===== config.mk =====
export PLATFORM = sky130hd
export DESIGN_NAME = led_alarm_ctrl
export DESIGN_NICKNAME = d
export VERILOG_FILES = /design/src/rtl/led_alarm_pkg.sv /design/src/rtl/led_alarm_prio.sv /design/src/rtl/led_alarm_ctrl.sv
export SDC_FILE = /design/constraint.sdc
export NUM_CORES = 1
export LEC_CHECK = 0
export BUFFER_PORTS_ARGS = -buffer_cell sky130_fd_sc_hd__buf_2
export CAP_MARGIN = 10
export CORE_MARGIN = 4
export CORE_UTILIZATION = 39
export CTS_BUF_LIST = sky130_fd_sc_hd__clkbuf_2 sky130_fd_sc_hd__clkbuf_4 sky130_fd_sc_hd__clkbuf_8
export CTS_CLUSTER_SIZE = 16
export DETAILED_ROUTE_END_ITERATION = 6
export GPL_TIMING_DRIVEN = 0
export PLACE_DENSITY_LB_ADDON = 0.2
export SLEW_MARGIN = 10
export SYNTH_ARGS = -nofsm -noshare
export SYNTH_HDL_FRONTEND = slang
export SYNTH_SLANG_ARGS = --single-unit

===== constraint.sdc =====
create_clock -name clk -period 5 [get_ports clk]
set_input_delay 1.25 -clock clk [delete_from_list [all_inputs] [get_ports clk]]
set_output_delay 1.25 -clock clk [all_outputs]
set_load 0.01 [all_outputs]

===== src/rtl/led_alarm_pkg.sv =====
// Shared definitions for the status-LED alarm sequencer: FSM state encoding
// and the default blink timing used by the top level.
package led_alarm_pkg;

    typedef enum logic [1:0] {
        ST_IDLE = 2'd0,
        ST_OFF  = 2'd1,
        ST_ON   = 2'd2,
        ST_GAP  = 2'd3
    } state_t;

    // Default phase lengths in clk cycles (0.25 s blink, 0.75 s gap at 100 MHz)
    localparam int L_TIME_DEF   = 25_000_000;
    localparam int GAP_TIME_DEF = 75_000_000;
    localparam int CNT_W_DEF    = 27;

endpackage


===== src/rtl/led_alarm_prio.sv =====
// Combinational lowest-set-bit priority encoder: reports the index of the
// lowest asserted request and whether any request is asserted.
module led_alarm_prio #(
    parameter int N_SRC = 4,
    parameter int IDX_W = $clog2(N_SRC)
) (
    input  logic [N_SRC-1:0] req,
    output logic [IDX_W-1:0] idx,
    output logic             vld
);

    // Scan from the top down so the lowest set bit is the last one written
    always_comb begin
        idx = '0;
        vld = 1'b0;
        for (int i = N_SRC - 1; i >= 0; i--) begin
            if (req[i]) begin
                idx = IDX_W'(i);
                vld = 1'b1;
            end
        end
    end

endmodule


===== src/rtl/led_alarm_ctrl.sv =====
// Status LED sequencer: latches error sources into sticky pending flags and
// blinks (index+1) pulses for the lowest pending source, followed by a steady
// high gap, repeating while anything is pending. Steady high means healthy.
module led_alarm_ctrl
    import led_alarm_pkg::*;
#(
    parameter int N_SRC    = 4,
    parameter int L_TIME   = L_TIME_DEF,
    parameter int GAP_TIME = GAP_TIME_DEF,
    parameter int CNT_W    = CNT_W_DEF,
    localparam int IDX_W   = $clog2(N_SRC)
) (
    input  logic             clk,
    input  logic             rst_n,
    input  logic [N_SRC-1:0] err_in,
    input  logic             err_clr,
    output logic             led,
    output logic             err_active,
    output logic [IDX_W-1:0] err_code
);

    localparam logic [CNT_W-1:0] L_LAST   = CNT_W'(L_TIME - 1);
    localparam logic [CNT_W-1:0] GAP_LAST = CNT_W'(GAP_TIME - 1);

    state_t             state, state_nx;
    logic [N_SRC-1:0]   pend, pend_nx;
    logic [CNT_W-1:0]   cnt, cnt_nx;
    logic [IDX_W:0]     pulse, pulse_nx;
    logic [IDX_W-1:0]   code_nx;
    logic [IDX_W-1:0]   arb_idx;
    logic               arb_vld;

    // Arbitration always looks at the registered flags; the FSM only uses the
    // result when leaving IDLE or finishing a gap, so codes are never cut short
    led_alarm_prio #(
        .N_SRC (N_SRC),
        .IDX_W (IDX_W)
    ) u_prio (
        .req (pend),
        .idx (arb_idx),
        .vld (arb_vld)
    );

    // Sticky pending flags; a source asserted together with the clear survives
    always_comb begin
        pend_nx = err_clr ? err_in : (pend | err_in);
    end

    // Next-state logic for the blink sequence, with clear acting as an abort
    always_comb begin
        state_nx = state;
        cnt_nx   = cnt;
        pulse_nx = pulse;
        code_nx  = err_code;
        case (state)
            ST_IDLE: begin
                cnt_nx = '0;
                if (arb_vld) begin
                    code_nx  = arb_idx;
                    pulse_nx = '0;
                    state_nx = ST_OFF;
                end
            end
            ST_OFF: begin
                if (cnt == L_LAST) begin
                    cnt_nx   = '0;
                    state_nx = ST_ON;
                end else begin
                    cnt_nx = cnt + CNT_W'(1);
                end
            end
            ST_ON: begin
                if (cnt == L_LAST) begin
                    cnt_nx = '0;
                    if (pulse == {1'b0, err_code}) begin
                        state_nx = ST_GAP;
                    end else begin
                        pulse_nx = pulse + (IDX_W + 1)'(1);
                        state_nx = ST_OFF;
                    end
                end else begin
                    cnt_nx = cnt + CNT_W'(1);
                end
            end
            ST_GAP: begin
                if (cnt == GAP_LAST) begin
                    cnt_nx = '0;
                    if (arb_vld) begin
                        code_nx  = arb_idx;
                        pulse_nx = '0;
                        state_nx = ST_OFF;
                    end else begin
                        code_nx  = '0;
                        pulse_nx = '0;
                        state_nx = ST_IDLE;
                    end
                end else begin
                    cnt_nx = cnt + CNT_W'(1);
                end
            end
            default: begin
                state_nx = ST_IDLE;
                cnt_nx   = '0;
                pulse_nx = '0;
                code_nx  = '0;
            end
        endcase
        // A clear while a code is showing drops straight back to IDLE
        if (err_clr && (state != ST_IDLE)) begin
            state_nx = ST_IDLE;
            cnt_nx   = '0;
            pulse_nx = '0;
            code_nx  = '0;
        end
    end

    // State, counters and registered outputs
    always_ff @(posedge clk or negedge rst_n) begin
        if (!rst_n) begin
            state      <= ST_IDLE;
            pend       <= '0;
            cnt        <= '0;
            pulse      <= '0;
            led        <= 1'b1;
            err_active <= 1'b0;
            err_code   <= '0;
        end else begin
            state      <= state_nx;
            pend       <= pend_nx;
            cnt        <= cnt_nx;
            pulse      <= pulse_nx;
            led        <= (state_nx != ST_OFF);
            err_active <= |pend_nx;
            err_code   <= code_nx;
        end
    end

endmodule


==> results.py, run 1 <==
metrics = {
    "synthesis": {
        "synth_compound_area_share_pct": 8.01,
        "synth_edf_count": 0,
        "ys_warn_count": 0,
        "synth-seq-area-share_pct": 46.5,
        "synthAdderAreaFrac_pct": 3.48,
        "synth_top_flop_cell": "dfrtp_1",
        "synthDistinctLibCells": 42,
        "synthesis.area_sq_um": 2160,
        "synthesis.nets": 233,
        "synthSimpleGateAreaFrac_pct": 25.5,
        "avgSynthCellArea_sq_um": 9.80,
        "synth_area_leaders": "dfrtp_1 45%, xor2_1 7.7%, nor2_1 6.4%",
        "synth_top_area_cell": "dfrtp_1",
        "yosys.area.top_type_share_pct": 45.3,
        "synth_cells": 220,
        "synth_top_family_by_area": "simple AND/OR/NAND/NOR gates",
        "ys_seq_elements": 40,
        "ys_async_sr_fraction_pct": 100,
        "synthMuxAreaShare_pct": 2.03,
        "synth-xor-area-share_pct": 11.0,
    },
    "cells_and_area": {
        "fill_cells": 505,
        "fin_cells": 308,
        "fin_area_sq_um": 2400,
        "layout_commonest_cell": "dfrtp_1",
        "drive_gt1_share_pct": 14.3,
        "n_antenna_cell": 0,
        "layout.cells.most_common_list": "39 x dfrtp_1, 37 x nor2_1, 19 x xor2_1",
        "fin_nets": 250,
        "finish.utilization_pct": 45.9,
        "synthToLayoutAreaGrowth_pct": 11.5,
    },
    "pwr": {
        "power_frac_seq_pct": 48.2,
        "p_switching_uw": 208,
        "internal-power_uw": 535,
        "ir_worst_vdd_v": 0.000184,
        "clockPowerShare_pct": 35.2,
        "cellPowerDensity_nw_per_um2": 309,
        "sw_frac_of_total_pct": 28.0,
        "leakage_nw": 1.01,
        "power_uw": 743,
        "pwr-share-comb_pct": 16.6,
    },
    "route": {
        "via_per_inst": 4.95,
        "vias": 1526,
        "detail-route-antenna-nets": 0,
        "avgRoutedWirePerCell_microns": 12.8,
        "routed_wirelength_microns": 3960,
        "route.detailed.drc": 0,
        "drt_first_pass_iters": 4,
        "drt-initial-drc-count": 52,
    },
    "worst_setup_path": {
        "critical_path_class": "reg -> reg",
        "crit_path_top_delay_cell": "or4_4",
        "crit_chain": "ha_1, and2_4, nand4_2, or4_4, buf_6, or3_1, a22o_1, nand2b_1",
        "critPathTopFamily": "simple AND/OR/NAND/NOR gates",
        "worstPathRequired_ns": 5.21,
        "max_stage_delay_ns": 0.55,
        "critPathCaptureType": "register",
        "cp.buffers_inverters": 1,
        "cp-start-kind": "register",
        "crit_fanout": 8,
        "cp_data_arrival_time_ns": 2.71,
    },
    "global_routing": {
        "grt_max_degree": 41,
        "grt_first_pass_wirelength_microns": 7270,
        "gr-usage-all-layers_pct": 14.0,
        "grt_pass1_vias": 1572,
        "grt-ovfl-total": 0,
        "antenna_found_initial": 0,
    },
    "clock_tree": {
        "ctsHtreeMaxLevel": 2,
        "clk_pin_slew_ns": 0.08,
        "cts_hold_buffers": 0,
        "cts_root_buf": "clkbuf_8",
        "cts_max_path_buffers": 2,
        "cts_sinks": 40,
        "cts_tree": "done",
        "insertion_delay_ns": 0.29,
        "cts_setup_buffers": 0,
        "postCtsResizedCells": 0,
        "numCtsBuffers": 5,
    },
    "floorplanning": {
        "die_w_microns": 82.4,
        "coreArea_sq_um": 5240,
        "start_util_pct": 41.2,
        "die-area_sq_um": 6780,
        "ios": 11,
        "row_count": 26,
        "die_h_microns": 82.4,
    },
    "timing": {
        "tightest_slew_ns": 0.881,
        "hold_viol": 0,
        "report.final.slew_viol_count": 0,
        "finalSetupTns_ns": 0,
        "fin_ws_ns": 2.50,
        "finClkSkew_ns": 0.00796,
        "min_period_ns": 2.50,
        "max_freq_ghz": 0.400,
        "period_share_pct": 49.9,
        "rsz0062_at_grt": "false",
        "whs_ns": 0.502,
        "slew_headroom_pct": 41.3,
        "finalSetupViolCount": 0,
    },
    "placement": {
        "place_ws_ns": 2.51,
        "dp.cells": 300,
        "port_buffers": 10,
        "placed_cell_area_sq_um": 2290,
        "place_hpwl_microns": 2820,
        "gp_congestion": 0.831,
    },
    "run": {
        "drv_cap": 0,
    },
    "min_path": {
        "hold_path.class": "reg -> reg",
    },
    "outcome": {
        "status": "completed",
    },
}
## sequential cells by signal (all words and copies together), names as in the netlist
signal      count
pulse           3
state           2
pend            4
err_active      1
cnt            27
err_code        2
led             1
## per-layer routing
metal	vias up	global-route usage, %	wire length (microns)
li1	799	-	-
met1	709	19.1	2090
met2	11	21.0	1690
met3	7	3.36	97
met4	0	5.98	73
met5	-	0	0
## power groups by stage
stage | clock network (mW) | registers, mW | logic (mW)
global placement | 0 | 0.365 | 0.125
global route | 0.289 | 0.364 | 0.143
detailed placement | 0 | 0.365 | 0.125
CTS | 0.272 | 0.358 | 0.126
finish | 0.261 | 0.358 | 0.123
floorplan | 0 | 0.366 | 0.0841
## worst reg2reg max path: stages (launching register included)
cell	delay, ns
dfrtp_1	0.43
ha_1	0.25
and2_4	0.20
nand4_2	0.11
or4_4	0.55
buf_6	0.15
or3_1	0.34
a22o_1	0.25
nand2b_1	0.14
## final timing paths
| check | slack [ns] | endpoint | depth (start not counted) | from |
|---|---|---|---|---|
| min reg2reg | 0.50 | pulse[2]$_DFFE_PN0P_ | 1 | pulse[2]$_DFFE_PN0P_ |
| min | 0.50 | pulse[2]$_DFFE_PN0P_ | 1 | pulse[2]$_DFFE_PN0P_ |
| min in group asynchronous | 1.07 | pulse[1]$_DFFE_PN0P_ | 1 | rst_n |
| max reg2reg | 2.50 | led$_DFF_PN1_ | 8 | cnt[0]$_DFF_PN0_ |
| max | 2.50 | led$_DFF_PN1_ | 8 | cnt[0]$_DFF_PN0_ |
| max in group asynchronous | 3.38 | cnt[9]$_DFF_PN0_ | 1 | rst_n |
## kinds of logic (layout without fill, tap and decap cells)
logic type      after synthesis  after routing
simple gates                103            103
mux                           4              4
buf+inv                      15             33
fa+ha+maj                     6              6
xor+xnor                     27             27
compound gates               25             25
flops                        40             40
## Yosys cell counts, drive strengths merged, types with 4 or more instances
master and n:
nor2 38, ha 6, xor2 19, nand4 7, dfrtp 39, nor3 5, o21ai 4, a21oi 7
nand2 13, a21o 5, buf 5, xnor2 8, inv 10, nand3 15
## cell type report
class                   count  area, sq um  area share, %
multi-input cells         165         1080           44.8
well taps                  70         87.6           3.64
clock buffers               5         68.8           2.86
clock inverters             3         42.5           1.77
flip-flops and latches     40         1000           41.7
plain buffers               5         37.5           1.56
inverters                  10         37.5           1.56
repair buffers             10         50.0           2.08
No activity file was read; power rests on OpenSTA's default activity.
==> inputs of run 2 (changes only) <==
--- a/config.mk
+++ b/config.mk
@@ -5,6 +5,7 @@
 export SDC_FILE = /design/constraint.sdc
 export NUM_CORES = 1
 export LEC_CHECK = 0
+export ABC_AREA = 1
 export BUFFER_PORTS_ARGS = -buffer_cell sky130_fd_sc_hd__buf_2
 export CAP_MARGIN = 10
 export CORE_MARGIN = 4
==> constraint.sdc (replaced) <==
create_clock -name clk -period 2 [get_ports clk]
set_input_delay 0.5 -clock clk [delete_from_list [all_inputs] [get_ports clk]]
set_output_delay 0.5 -clock clk [all_outputs]
set_load 0.01 [all_outputs]
==> run 2 against run 1 <==
  * Hold slack got worse by 0.17 ns
  * Final cell count grew 34%
  * Critical path depth grew 2
  * Largest power group unchanged
  * Wire length rose by 26%
  * Synthesized cell count up 45%
  * Area after synthesis grew 12%
  * Critical path type unchanged
  * Setup slack lost 2.3 ns
  * Maximum frequency grew 39%
  * Via count up 30%
  * Flip-flop and latch count unchanged
==> results.py, run 2 <==
metrics = {
    "floorplanning": {
        "die_w_microns": 86.6,
        "start_util_pct": 40.4,
        "die-area_sq_um": 7500,
        "row_count": 28,
        "die_h_microns": 86.6,
        "ios": 11,
        "coreArea_sq_um": 5960,
    },
    "synthesis": {
        "synthDistinctLibCells": 29,
        "synth_cells": 320,
        "ys_top_cells_by_count": "78 x nand2_1, 62 x nor2_1, 40 x inv_1, 39 x dfrtp_1, 15 x nand3_1",
        "yosys.area.top_type_share_pct": 40.5,
        "synth_top_flop_cell": "dfrtp_1",
        "ys_seq_elements": 40,
        "synthesis.area_sq_um": 2410,
        "synth_top_area_cell": "dfrtp_1",
        "synth_edf_count": 0,
        "synth_area_leaders": "dfrtp_1 41%, nand2_1 12%, nor2_1 9.7%",
        "yosysMostFrequentCell": "nand2_1",
        "synth-seq-area-share_pct": 41.6,
        "ys_warn_count": 0,
        "ys_async_sr_fraction_pct": 100,
        "synthesis.nets": 333,
        "avgSynthCellArea_sq_um": 7.53,
    },
    "timing": {
        "max_freq_ghz": 0.557,
        "rsz0062_at_grt": "false",
        "finalSetupTns_ns": 0,
        "hold_viol": 0,
        "period_share_pct": 89.8,
        "finalSetupViolCount": 0,
        "finClkSkew_ns": 0.00776,
        "tightest_slew_ns": 0.898,
        "report.final.slew_viol_count": 0,
        "slew_headroom_pct": 40.1,
        "min_period_ns": 1.80,
    },
    "worst_setup_path": {
        "r2r-end": "pulse[2]$_DFFE_PN0P_",
        "timing.rr.start": "state[0]$_DFF_PN0_",
        "r2r_cells": 10,
        "crit_fanout": 5,
        "worstPathRequired_ns": 2.19,
        "rrSetupSlack_ns": 0.20,
        "cp-start-kind": "register",
        "critPathCaptureType": "register",
        "critical_path_class": "reg -> reg",
        "cp_data_arrival_time_ns": 1.99,
    },
    "placement": {
        "placed_cell_area_sq_um": 2550,
        "gp_congestion": 0.925,
        "place_hpwl_microns": 3840,
        "port_buffers": 10,
    },
    "clock_tree": {
        "ctsHtreeMaxLevel": 2,
        "cts_max_path_buffers": 2,
        "cts_sinks": 40,
        "cts_root_buf": "clkbuf_8",
        "clk_pin_slew_ns": 0.08,
        "postCtsResizedCells": 0,
        "cts_setup_buffers": 0,
        "cts_tree": "done",
        "insertion_delay_ns": 0.29,
        "cts_hold_buffers": 0,
        "numCtsBuffers": 5,
    },
    "route": {
        "via_per_inst": 4.81,
        "vias": 1988,
        "drt_first_pass_iters": 4,
        "route.detailed.drc": 0,
        "avgRoutedWirePerCell_microns": 12.1,
        "routed_wirelength_microns": 4990,
        "detail-route-antenna-nets": 0,
        "drt-initial-drc-count": 105,
    },
    "pwr": {
        "ir_worst_vdd_v": 0.000358,
        "leakage_nw": 1.20,
        "cellPowerDensity_nw_per_um2": 692,
    },
    "cells_and_area": {
        "finish.utilization_pct": 44.5,
        "drive_gt1_share_pct": 12.4,
        "top_regs": "cnt: 27 flops, pend: 4 flops, pulse: 3 flops",
        "fin_area_sq_um": 2650,
        "synthToLayoutAreaGrowth_pct": 10.0,
        "layout_commonest_cell": "nand2_1",
        "layout.cells.most_common_list": "78 x nand2_1, 62 x nor2_1, 40 x inv_1",
        "largest_reg_flops": 27,
        "n_antenna_cell": 0,
        "fin_nets": 350,
        "regMostFlops": "cnt",
    },
    "global_routing": {
        "grt_max_degree": 41,
        "grt_pass1_vias": 1964,
        "grt-ovfl-total": 0,
        "grt_first_pass_wirelength_microns": 8900,
        "antenna_found_initial": 0,
        "gr-usage-all-layers_pct": 15.0,
    },
    "outcome": {
        "status": "completed",
    },
    "min_path": {
        "hold_path.class": "in -> async",
    },
    "run": {
        "drv_cap": 0,
    },
}
## run 2: critical path, stage by stage (launching register included)
cell and delay (ns):
dfrtp_1 0.40, inv_1 0.11, ha_1 0.27, nor2_1 0.26
inv_1 0.12, nand3_1 0.10, nand2_1 0.07, inv_1 0.11
nand3_1 0.13, nand2_1 0.09, nand2_1 0.05
## run 2: kinds of logic after synthesis
group,count (synthesis),share of synthesized area [%]
fa+ha+maj,6,3.12
compound gates,16,3.79
xor+xnor,17,6.18
simple gates,199,38.1
buf+inv,42,7.17
flops,40,41.6
## run 2: through the flow
step	total power [mW]	setup WS, ns	std cells	hold WS [ns]
floorplan	1.15	0.466	320	0.204
global placement	1.26	0.223	405	0.492
detailed placement	1.27	0.225	405	0.498
CTS	1.86	0.217	413	0.368
global route	1.94	0.0282	413	0.408
finish	1.83	0.205	413	0.330
## run 2: worst max-delay path by stage
stage,from,to,slack (ns),cells past startpoint
after floorplan,cnt[0]$_DFF_PN0_,cnt[16]$_DFF_PN0_,0.47,10
after global placement,cnt[0]$_DFF_PN0_,cnt[24]$_DFF_PN0_,0.22,9
after detailed placement,state[0]$_DFF_PN0_,pulse[2]$_DFFE_PN0P_,0.23,10
after CTS,state[0]$_DFF_PN0_,pulse[2]$_DFFE_PN0P_,0.22,10
after global routing,cnt[0]$_DFF_PN0_,cnt[26]$_DFF_PN0_,0.03,9
final,state[0]$_DFF_PN0_,pulse[2]$_DFFE_PN0P_,0.20,10
## run 2: metal layers
metal  global-route usage (%)  routed length, microns
met5                        0                       0
met4                     4.67                      69
met3                     2.85                     130
met1                     20.2                    2510
met2                     24.3                    2280
## run 2: report_power, final
group | total, mW | internal (mW) | switching, mW
clock network | 0.586 | 0.309 | 0.278
logic | 0.360 | 0.121 | 0.239
registers | 0.888 | 0.856 | 0.0318
## run 2: cell type report
class | instances | area [sq um]
buffer | 2 | 22.5
sequential | 40 | 1000
clock buffer | 8 | 97.6
multi-input combinational | 238 | 1230
tap | 75 | 93.8
timing repair buffer | 10 | 50.0
fill | 611 | 3310
inverter | 40 | 150
